**src/rtl/add_num_operand_fetch.sv**
```systemverilog
// rtl/add_num_operand_fetch.sv - issue one tagged cache-line read, return operands A/B.
// Optional response timeout compiled in with `define ADD_NUM_FETCH_TIMEOUT_EN.
module add_num_operand_fetch #(
  parameter int ADDR_W         = 42,
  parameter int TAG_W          = 16,
  parameter int OPA_LSB        = 8,
  parameter int OPB_LSB        = 16,
  parameter int TIMEOUT_CYCLES = 1024
) (
  input  logic              clk,
  input  logic              reset_n,
  input  logic              start_valid,
  input  logic [ADDR_W-1:0] start_addr,
  output logic              busy,
  output logic              rd_req_valid,
  output logic [ADDR_W-1:0] rd_req_addr,
  output logic [TAG_W-1:0]  rd_req_mdata,
  input  logic              rd_almfull,
  input  logic              rd_rsp_valid,
  input  logic [TAG_W-1:0]  rd_rsp_mdata,
  input  logic [511:0]      rd_rsp_data,
  output logic              op_valid,
  input  logic              op_ready,
  output logic [7:0]        op_a,
  output logic [7:0]        op_b,
  output logic              err_timeout
);

  typedef enum logic [1:0] {
    S_IDLE = 2'd0,
    S_REQ  = 2'd1,
    S_WAIT = 2'd2,
    S_OUT  = 2'd3
  } state_t;

  state_t              state_q, state_d;
  logic [ADDR_W-1:0]   addr_q, addr_d;
  logic [TAG_W-1:0]    tag_q, tag_d;
  logic [TAG_W-1:0]    issued_tag_q, issued_tag_d;
  logic [7:0]          op_a_q, op_a_d;
  logic [7:0]          op_b_q, op_b_d;
  logic                rsp_match;
  logic                timeout_hit;
  logic                err_timeout_c;

  // Only the two operand bytes of the line are consumed.
  logic unused_bits;
  assign unused_bits = ^{rd_rsp_data, (TIMEOUT_CYCLES == 0)};

  assign rsp_match = rd_rsp_valid && (rd_rsp_mdata == issued_tag_q);

`ifdef ADD_NUM_FETCH_TIMEOUT_EN
  localparam int CNT_W = $clog2(TIMEOUT_CYCLES + 1);

  logic [CNT_W-1:0] cnt_q, cnt_d;

  // Counter is zero on the first WAIT cycle and advances once per WAIT cycle.
  always_comb begin
    cnt_d = '0;
    if (state_q == S_WAIT) begin
      cnt_d = cnt_q + CNT_W'(1);
    end
  end

  always_ff @(posedge clk) begin
    if (!reset_n) begin
      cnt_q <= '0;
    end else begin
      cnt_q <= cnt_d;
    end
  end

  assign timeout_hit = (cnt_q == CNT_W'(TIMEOUT_CYCLES));
`else
  assign timeout_hit = 1'b0;
`endif

  always_comb begin
    state_d       = state_q;
    addr_d        = addr_q;
    tag_d         = tag_q;
    issued_tag_d  = issued_tag_q;
    op_a_d        = op_a_q;
    op_b_d        = op_b_q;
    rd_req_valid  = 1'b0;
    op_valid      = 1'b0;
    err_timeout_c = 1'b0;

    case (state_q)
      S_IDLE: begin
        if (start_valid) begin
          addr_d  = start_addr;
          state_d = S_REQ;
        end
      end
      S_REQ: begin
        if (!rd_almfull) begin
          rd_req_valid = 1'b1;
          issued_tag_d = tag_q;
          tag_d        = tag_q + TAG_W'(1);
          state_d      = S_WAIT;
        end
      end
      S_WAIT: begin
        // A matching response in the timeout cycle still wins.
        if (rsp_match) begin
          op_a_d  = rd_rsp_data[OPA_LSB +: 8];
          op_b_d  = rd_rsp_data[OPB_LSB +: 8];
          state_d = S_OUT;
        end else if (timeout_hit) begin
          err_timeout_c = 1'b1;
          state_d       = S_IDLE;
        end
      end
      S_OUT: begin
        op_valid = 1'b1;
        if (op_ready) begin
          state_d = S_IDLE;
        end
      end
      default: state_d = S_IDLE;
    endcase
  end

  always_ff @(posedge clk) begin
    if (!reset_n) begin
      state_q      <= S_IDLE;
      addr_q       <= '0;
      tag_q        <= '0;
      issued_tag_q <= '0;
      op_a_q       <= '0;
      op_b_q       <= '0;
    end else begin
      state_q      <= state_d;
      addr_q       <= addr_d;
      tag_q        <= tag_d;
      issued_tag_q <= issued_tag_d;
      op_a_q       <= op_a_d;
      op_b_q       <= op_b_d;
    end
  end

  assign busy         = (state_q != S_IDLE);
  assign rd_req_addr  = addr_q;
  assign rd_req_mdata = tag_q;
  assign op_a         = op_a_q;
  assign op_b         = op_b_q;
  assign err_timeout  = err_timeout_c;

endmodule

```
**config.mk**
```make
export PLATFORM = sky130hd
export DESIGN_NAME = add_num_operand_fetch
export DESIGN_NICKNAME = d
export VERILOG_FILES = /design/src/rtl/add_num_operand_fetch.sv
export SDC_FILE = /design/constraint.sdc
export NUM_CORES = 1
export LEC_CHECK = 0
export CAP_MARGIN = 20
export CORE_AREA = 10 10 244 246
export CTS_CLUSTER_SIZE = 16
export DETAILED_ROUTE_END_ITERATION = 8
export DIE_AREA = 0 0 254 256
export PLACE_DENSITY_LB_ADDON = 0.3
export SLEW_MARGIN = 20
export SYNTH_ARGS = -nofsm -noshare
export SYNTH_HDL_FRONTEND = slang
export SYNTH_SLANG_ARGS = --single-unit
export TNS_END_PERCENT = 20
```
**constraint.sdc**
```tcl
create_clock -name clk -period 1.8 [get_ports clk]
set_input_delay 0.27 -clock clk [delete_from_list [all_inputs] [get_ports clk]]
set_output_delay 0.27 -clock clk [all_outputs]
set_load 0.02 [all_outputs]
```
======== After elaboration in Yosys (flattened, before gate mapping) ========
Cells that the tools add are included.
W data, S select, Z words.
operators by class
  add/subtract/negate cells ............... 1
  reduce and logical (&&, ||, !) cells .... 7
  bitwise gates (word level) .............. 1
  equality and inequality tests ........... 8
  muxes and demuxes ....................... 8
operator list
  cell                     count
  $add A16 B1 Y16 const B  1
  $eq A16 B16 Y1           1
  $mux W2                  4
  $ne A2 B2 Y1 const B     4
  $pmux W2 S4              1
  $reduce_and A2 Y1        3
  $eq A2 B2 Y1 const B     2
  $reduce_and A4 Y1        1
  $mux W1                  3
  $eq A2 B1 Y1 const B     1
  $logic_not A2 Y1         1
  $reduce_bool A2 Y1       1
  $logic_and A1 B1 Y1      1
  $not A1 Y1               1
word-level totals
  register bits after elaboration ......... 92
  output and inout bits ................... 78

======== Longest topological paths before layout ========
  depth in word-level cells ............... 4
  gate-level depth with buffers ........... 9

======== Worst setup path before layout ========
No wires, ideal clock.
  path kind ............................... register -> register
  start ................................... register state_q[0]
  end ..................................... register op_a_q[0] (netlist: op_a[0])
  path buffers ............................ 2
  required time ........................... 1.668 ns
  data arrival time ....................... 1.616 ns
  stages on the path, launching flop included .. 8
  path slack .............................. 0.051 ns
  setup time .............................. 0.132 ns
  path through ............................ dfxtp_1 > inv_1 > ha_1 > clkbuf_1 > clkinv_1 > clkbuf_1 > o31ai_1 > a21oi_1
between the ends
  word-level cells in the longest chain between the ends .. 2
RTL lines
  item                         line  text
  start: declaration           36    state_t state_q, state_d;
  start signal: assignment     134   state_q <= state_d;
  $eq A2 B2 Y1                 89    case (state_q)
  $reduce_and A2 Y1 (no line)  -
  end signal: assignment       138   op_a_q <= op_a_d;
  end: declaration             40    logic [7:0] op_a_q, op_a_d;
No other way between the ends.
A chain may end at the register's enable or synchronous reset.

======== Worst setup path in the final report ========
  start ................................... register issued_tag_q[13]
  end ..................................... register state_q[1]
between the ends
  word-level cells in the longest chain between the ends .. 4
RTL lines
  item                         line  text
  start: declaration           39    logic [TAG_W-1:0] issued_tag_q, issued_tag_d;
  start signal: assignment     137   issued_tag_q <= issued_tag_d;
  $eq A16 B16 Y1               50    assign rsp_match = rd_rsp_valid && (rd_rsp_mdata == issued_tag_q);
  $logic_and A1 B1 Y1          50
  $ne A2 B2 Y1 (no line)       -
  $reduce_and A4 Y1 (no line)  -
No other way between the ends.

==> run metrics <==
initial antenna violation count=5; final setup vio count=0; TritonRoute pass-1 iters=4; most frequent cells in the layout=140 x clkdlybuf4s50_1, 129 x nand2_1, 89 x dfxtp_1; Final Skew=0.0176 ns; Crit path required time=2.14 ns; R2R Setup Slk=0.10 ns; HPWL Detailed=13800 µm; Synthesis Warnings=0; FILL cells=6305; Worst Setup End Kind=register; nets=1213; wire per inst=13.6 µm; Yosys reg bits=92; Synth Flop Type=dfxtp_1; Core Box Area=54700 µm²; wire length of the first global-routing pass=26300 µm; reg2reg end=state_q[1]; Port Buffer Count=156; Initial DRC Count=196; Max-cap violations=0; Setup crit start kind=register; GR Overflow Total=0; metal2 WL=8330 µm; Residual DRC=0; Hold Crit Depth=3; Mapped Nets=1040; vias in the first global route=3881; Max Slew Vio Count=0; crit path max fanout=2; hold wc startpoint=start_addr[16]; Worst-path clk slew=0.09 ns; clk buf depth=2; initial core utilization=6.86%; Distinct cells, synth=33; Fin. Hold Viols=0; commonest non-fill, non-tap cell in the layout=clkdlybuf4s50_1; fin crit period=1.70 ns; VDD IR-drop max=515 µV; Overall Global Routing Usage=5.67%; H-tree depth=3; status=finished clean; wl on met1=7940 µm; worst slack, placed=-0.328 ns; setup_tns=0 ns; RSZ-0062 raised after global routing=true; PnR worst setup slack=0.103 ns; CTS tree=done; die width=254 µm; Setup CP Type=register to register; RD Place Congestion=0.698; Area Growth Syn to Fin=80.7%; uppermost layer routed=met5; die area=65000 µm²; Final Cycle Share=94.3%; met3 WL=1570 µm; Die Y=256 µm; Post-Syn Instances=458; antenna viol nets, final=0; io pins=654; worst r2r src=issued_tag_q[13]; Avg Inst Size Synth=8.19 µm²; Inserted Clock Buffers=9; clk_lat worst skew=0.40 ns; largest net degree at the start of global routing=48; Data arrival, critical path=2.04 ns; Clock Sinks=92; post-synthesis cell area=3750 µm²; number of flops mapped to enable cells by yosys=0; DR vias/cell=2.85; PwrDens=983 nW/µm²; Seq/Total Area, Yosys=49.1%; total number of vias=3824; Multi-input gate area=1780 µm²; Post-DP Area=6410 µm²; Pleak=2.29 nW; Finished Cell Area=6780 µm²; register area=1850 µm²; Hold WC Path Type=primary input to register; f_max=0.589 GHz; final wirelength=18200 µm; Std-Cell Rows=86; R2R cell count=5; Post-synth ARST share=0%; share of layout cells above drive strength 1=11.5%; Power Total=6.66 mW; root buf cell=clkbuf_16; Hold Path Sink=rd_req_addr[16]
[how the worst max path moves through the flow]
stage,from,end,cells after the start
floorplan,state_q[0],op_a[0],7
finish,issued_tag_q[13],state_q[1],5
CTS,state_q[1],rd_req_valid,7
global placement,rd_rsp_mdata[7],state_q[1],7
detailed placement,rd_rsp_mdata[12],state_q[1],7
global route,issued_tag_q[13],op_a[2],6
[flip-flops by register name, indices dropped and copies added, names as in the netlist]
signal        count
rd_req_mdata     16
op_a              8
state_q           2
op_b              8
rd_req_addr      42
issued_tag_q     16
[cell families after synthesis]
group                    Yosys count  share of synthesized area [%]
adder cells (fa/ha/maj)            6                           2.00
AND/OR/NAND/NOR                  191                           23.1
other                              1                          0.100
flip-flops                        92                           49.1
XOR/XNOR                          29                           6.77
AO/OA/AOI/OAI                    100                           14.7
buffers and inverters             39                           4.20
[Yosys cell counts, types with 2 or more instances]
library cell,instances,area share [%]
nand2_1,129,13
dfxtp_1,92,49
a21oi_1,79,11
clkbuf_1,27,2.7
nand4_1,20,3.3
xor2_1,20,4.7
nor2_1,16,1.6
o31ai_1,16,3.2
xnor2_1,9,2.1
ha_1,6,2.0
nand3_1,6,0.80
inv_1,5,0.50
nor3_1,4,0.53
and3_1,3,0.50
buf_4,3,0.60
or3_1,3,0.50
buf_1,2,0.20
nor4_4,2,1.1
o21ai_0,2,0.27
[stage by stage]
step                cells  utilization, %  hold slack, ns
finish               1343            12.4           0.422
global route         1340            12.4           0.409
CTS                  1338            12.3           0.384
detailed placement   1321            11.7           0.447
global placement     1321            11.7           0.444
floorplan             458               -           0.406
[area by class of cell]
| type | instances | share of cell area [%] |
|---|---|---|
| Tap cell | 704 | 13.0 |
| Timing Repair Buffer | 194 | 28.4 |
| Sequential cell | 92 | 27.3 |
| Inverter | 7 | 0.443 |
| Clock buffer | 9 | 3.32 |
| Clock inverter | 7 | 1.13 |
| Antenna cell | 3 | 0.111 |
| Multi-Input combinational cell | 327 | 26.3 |
[timing repair]
action / 4_1_cts / 5_1_grt
resized for setup: 22 / 8
pin swaps: 0 / 2
setup endpoints to repair: 14 / 19
buffers inserted: 1 / 3
hold buffers: 0 / 0
[report_power, final]
part	switching, mW	leakage, nW	internal (mW)
registers	0.112	0.749	2.23
clock network	1.10	0.149	0.990
logic	1.29	1.39	0.940
total	2.50	2.29	4.16
[metal layers]
metal	vias up	track usage, %
met5	-	0
met4	4	2.61
met3	19	2.49
met2	115	8.75
met1	1780	6.63
li1	1906	-
[critical path, cell delays in order (launching register included)]
cell and delay [ns]:
dfxtp_1 0.33, xor2_1 0.18, nor4_4 0.37, nand3_4 0.14, or4_1 0.54, nand3_1 0.10
(Power assumes the default switching activity.)
